<file path="config.mk">
export PLATFORM = sky130hd
export DESIGN_NAME = condunit
export DESIGN_NICKNAME = d
export VERILOG_FILES = /design/src/rtl/condunit.sv
export SDC_FILE = /design/constraint.sdc
export NUM_CORES = 1
export LEC_CHECK = 0
export BUFFER_PORTS_ARGS = -buffer_cell sky130_fd_sc_hd__buf_2
export CAP_MARGIN = 20
export CORE_AREA = 8 8 46 48
export CTS_CLUSTER_SIZE = 8
export DETAILED_ROUTE_END_ITERATION = 10
export DIE_AREA = 0 0 54 56
export PLACE_DENSITY = 0.66
export REMOVE_ABC_BUFFERS = 1
export SYNTH_ARGS = -nofsm -noshare
export SYNTH_HDL_FRONTEND = slang
export SYNTH_SLANG_ARGS = --single-unit
</file>
<file path="constraint.sdc">
create_clock -name clk -period 1.4 [get_ports clk]
set_input_delay 0.07 -clock clk [delete_from_list [all_inputs] [get_ports clk]]
set_output_delay 0.07 -clock clk [all_outputs]
set_load 0.01 [all_outputs]
</file>
<file path="src/rtl/condunit.sv">
// Conditional-execution unit for the multicycle core.
// Holds the NZCV flags, evaluates the condition field once per instruction in
// the decode cycle, and gates the FSM's raw write enables with the latched
// decision.
// Optional feature: define FPU_FLAGS_EN to let FPU compares write the flags.
module condunit (
  input  logic       clk,
  input  logic       reset,
  input  logic       IRWrite,
  input  logic [3:0] Cond,
  input  logic [3:0] ALUFlags,
  input  logic [1:0] FlagW,
  input  logic       NextPC,
  input  logic       Branch,
  input  logic       RegW,
  input  logic       MemW,
  input  logic       FPUW,
  input  logic [3:0] FPUFlags,
  input  logic       FPUFlagW,
  output logic       PCWrite,
  output logic       RegWrite,
  output logic       MemWrite,
  output logic       FPUWrite,
  output logic [3:0] Flags,
  output logic       CondExReg
);

  logic [3:0] flags_q, flags_d;
  logic       cond_ex_q, cond_ex_d;
  logic       decode_q;
  logic       cond_ex;
  logic       flag_we;
  logic       n, z, c, v;

  assign {n, z, c, v} = flags_q;

  // Condition evaluation against the current flags
  always_comb begin
    cond_ex = 1'b1;
    unique case (Cond)
      4'b0000: cond_ex = z;
      4'b0001: cond_ex = ~z;
      4'b0010: cond_ex = c;
      4'b0011: cond_ex = ~c;
      4'b0100: cond_ex = n;
      4'b0101: cond_ex = ~n;
      4'b0110: cond_ex = v;
      4'b0111: cond_ex = ~v;
      4'b1000: cond_ex = c & ~z;
      4'b1001: cond_ex = ~c | z;
      4'b1010: cond_ex = (n == v);
      4'b1011: cond_ex = (n != v);
      4'b1100: cond_ex = ~z & (n == v);
      4'b1101: cond_ex = z | (n != v);
      4'b1110: cond_ex = 1'b1;
      4'b1111: cond_ex = 1'b1;
    endcase
  end

  // Latch the decision only at the end of decode; hold for the rest of the instruction
  always_comb begin
    cond_ex_d = cond_ex_q;
    if (decode_q) cond_ex_d = cond_ex;
  end

  // Flags are frozen during decode so evaluation and latch see the same value
  assign flag_we = cond_ex_q & ~decode_q;

  // Flag next-state; the FPU write, when built in, overrides the ALU halves
  always_comb begin
    flags_d = flags_q;
    if (flag_we) begin
      if (FlagW[1]) flags_d[3:2] = ALUFlags[3:2];
      if (FlagW[0]) flags_d[1:0] = ALUFlags[1:0];
`ifdef FPU_FLAGS_EN
      if (FPUFlagW) flags_d = FPUFlags;
`endif
    end
  end

`ifndef FPU_FLAGS_EN
  logic unused_fpu;
  assign unused_fpu = ^{FPUFlags, FPUFlagW};
`endif

  // State registers
  always_ff @(posedge clk or posedge reset) begin
    if (reset) begin
      flags_q   <= 4'b0000;
      cond_ex_q <= 1'b0;
      decode_q  <= 1'b0;
    end else begin
      flags_q   <= flags_d;
      cond_ex_q <= cond_ex_d;
      decode_q  <= IRWrite;
    end
  end

  // Write-strobe gating, combinational with no added latency
  always_comb begin
    PCWrite   = NextPC | (Branch & cond_ex_q);
    RegWrite  = RegW & cond_ex_q;
    MemWrite  = MemW & cond_ex_q;
    FPUWrite  = FPUW & cond_ex_q;
    Flags     = flags_q;
    CondExReg = cond_ex_q;
  end

endmodule

</file>
==> qor.txt <==
IO Count - 32
WP data arrival - 1310 ps
Synth Instances - 42
Setup-failing EPs final - 0
Hold endpoint - Flags[2]$_DFFE_PP0P_
Worst r2r path cells - 4
Slowest cell delay on critical path - 420 ps
CTS Root Buffer Type - clkbuf_4
CTS tree - done
Ys flop type - dfrtp_1
CP Cell Sequence - xor2_1 > o32a_1 > a21oi_1 > o211ai_1
Top cells by area, synth - dfrtp_1 37%, mux2_2 11%, xnor2_1 6.5%
CP max FO - 4
Mapped Area - 402 µm²
Yosys cell types - 19
DR vias/cell - 4.59
Antenna-violating nets left - 0
Vias after detailed routing - 404
Clock share of power - 0.163
Placed insts - 83
Cell taking the most area after synthesis - dfrtp_1
Vias in the first global route - 415
Post-synth top area share - 0.374
Residual DRC - 0
Worst hold path type - in -> reg
Initial antenna violation count - 0
CP startpoint kind - flop
Worst-Skew Late Latency - 230 ps
Core Box Area - 0.00144 mm²
Setup tns final - 0 ps
Pleak - 0.298 nW
Layout cells sized above 1 - 0.472
Fin. Hold Viols - 0
Drt total wl - 1.04 mm
Clock sink count - 6
Max cap viols - 0
Hold path startpoint - ALUFlags[2]
Slowest-stage cell, CP - dfrtp_1
Die ar. - 0.00302 mm²
Worst VDD drop - 793 µV
Layout Cells excl Fill - 88
Grt ovf - 0
Slew headroom - 0.857
P per Cell Area - 1570 mW/mm²
Worst R2R End - CondExReg$_DFFE_PP0P_
Cell Rows - 14
Post-route minimum period - 1210 ps
Die Span X - 54 µm
Syn Area/Cell - 9.56 µm²
RD Place Congestion - 0.743
#FFs+latches synth - 6
Sw power - 0.337 mW
Pre-Repair DR Iteration Count - 3
Clk buf depth - 2
DIE HEIGHT - 56 µm
Crit share post-route - 0.865
CP Class - reg -> reg
Deepest level of the CTS H-tree - 1
Final Max Tran Viols - 0
Ys Warns - 0
CTS buffer count - 3
FMAX - 0.825 GHz
P_int - 0.579 mW
Routed len/inst - 11.9 µm
Reg clk slew, reported paths - 40 ps
Count of flip-flops with a built-in enable after synthesis - 0
Crit end category - flop
N_diodes - 0
Clock Skew - 0.750 ps
Initial Util - 0.280
I/O Buffers - 26
DRT iter0 DRCs - 2
Post CTS Setup Buffer Count - 0
Detailed Place HPWL - 890 µm
Sequential Power Share - 0.371
Largest net degree at the start of global routing - 8
Area delta synth->final - 45.2%
Most common cell in the netlist - dfrtp_1
Fin util - 0.406
Reg-to-reg slack, setup - 190 ps
Ys async rst share - 1.00
Switching part of the total - 0.368
Global-route wire length before repair - 1.75 mm
Post-synth top cells - 6 x dfrtp_1, 4 x a21oi_1, 4 x mux2_2
Register area share after synthesis - 0.374
Gate power share - 0.466
Layout Nets - 97
Status - completed
RSZ-0062 raised after global routing - no
Least-Margin Pin Slew - 214 ps
Worst r2r src - Flags[2]$_DFFE_PP0P_
WP data required - 1500 ps
Hold path cells - 2
Global-route usage over all layers - 0.0731
==> through the flow <==
stage	power (mW)	hold WS [ps]	cell area, µm²	worst slack (ps)
after floorplan	0.606	-139	390	226
after global placement	0.767	-17.1	541	199
after global routing	1.00	64.8	583	106
final	0.916	64.4	583	188
after CTS	0.938	55.9	583	177
after detailed placement	0.778	-12.3	541	183
==> kinds of logic (layout without fill, tap and decap cells) <==
kind of cell / after synthesis / in the layout / share of synthesized area
buf+inv: 4 / 34 / 0.0561
simple gates: 13 / 13 / 0.174
flops: 6 / 6 / 0.374
xor+xnor: 4 / 4 / 0.0872
mux: 5 / 5 / 0.137
compound gates: 10 / 10 / 0.171
==> final cells by class <==
| class | instances | area (µm²) |
|---|---|---|
| clock buffers | 3 | 22.5 |
| fillers | 162 | 853 |
| inverters | 3 | 11.3 |
| multi-input cells | 32 | 229 |
| flip-flops and latches | 6 | 150 |
| well taps | 16 | 20.0 |
| repair buffers | 28 | 150 |
==> per-layer routing <==
layer / part of all wire / wire length, µm / global-route usage
met5: 0 / 0 / 0
met3: 0.10 / 109 / 0.0267
met2: 0.53 / 556 / 0.128
met4: 0 / 0 / 0.0317
met1: 0.36 / 379 / 0.0726
==> cell usage in the layout (no fill, tap or decap), drive strengths merged <==
cell type	Yosys	routed
buf	1	26
a21oi	4	4
nand3	1	1
xor2	1	1
dfrtp	6	6
nor2b	2	2
mux2	4	4
a22oi	1	1
and2	3	3
nor2	2	2
mux2i	1	1
clkbuf	0	3
xnor2	3	3
dlygate4sd3	0	2
a21o	2	2
o211ai	2	2
o32a	1	1
nand2	3	3
nand3b	2	2
inv	3	3
==> flip-flops by register name (all words and copies together), names as in the netlist <==
signal	cells
CondExReg	1
decode_q	1
Flags	4
==> repair_timing <==
item | in CTS | in global routing
gates resized for setup | 0 | 0
hold buffers | 2 | 0
endpoints found under the hold margin | 7 | 0
setup endpoints to repair | 0 | 0
==> power groups by stage <==
stage | clock network [mW] | logic [mW] | registers, mW
after floorplan | 0 | 0.248 | 0.358
after global placement | 0 | 0.429 | 0.337
after detailed placement | 0 | 0.435 | 0.343
after CTS | 0.158 | 0.439 | 0.341
after global routing | 0.168 | 0.475 | 0.358
final | 0.149 | 0.428 | 0.340
==> worst max-delay path, delay by kind of cell (launching register included) <==
family / cells / cell delay, ps
compound gates: 3 / 500
flops: 1 / 420
xor+xnor: 1 / 160
==> worst max path at each step <==
stage | end | cells after the start | slack, ps | startpoint
finish | CondExReg$_DFFE_PP0P_ | 4 | 190 | Flags[2]$_DFFE_PP0P_
global route | CondExReg$_DFFE_PP0P_ | 5 | 110 | Flags[0]$_DFFE_PP0P_
CTS | CondExReg$_DFFE_PP0P_ | 4 | 180 | Flags[2]$_DFFE_PP0P_
detailed placement | CondExReg$_DFFE_PP0P_ | 4 | 180 | Flags[2]$_DFFE_PP0P_
global placement | CondExReg$_DFFE_PP0P_ | 4 | 200 | Flags[2]$_DFFE_PP0P_
floorplan | CondExReg$_DFFE_PP0P_ | 4 | 230 | Flags[2]$_DFFE_PP0P_
No activity file was read; power rests on OpenSTA's default activity.
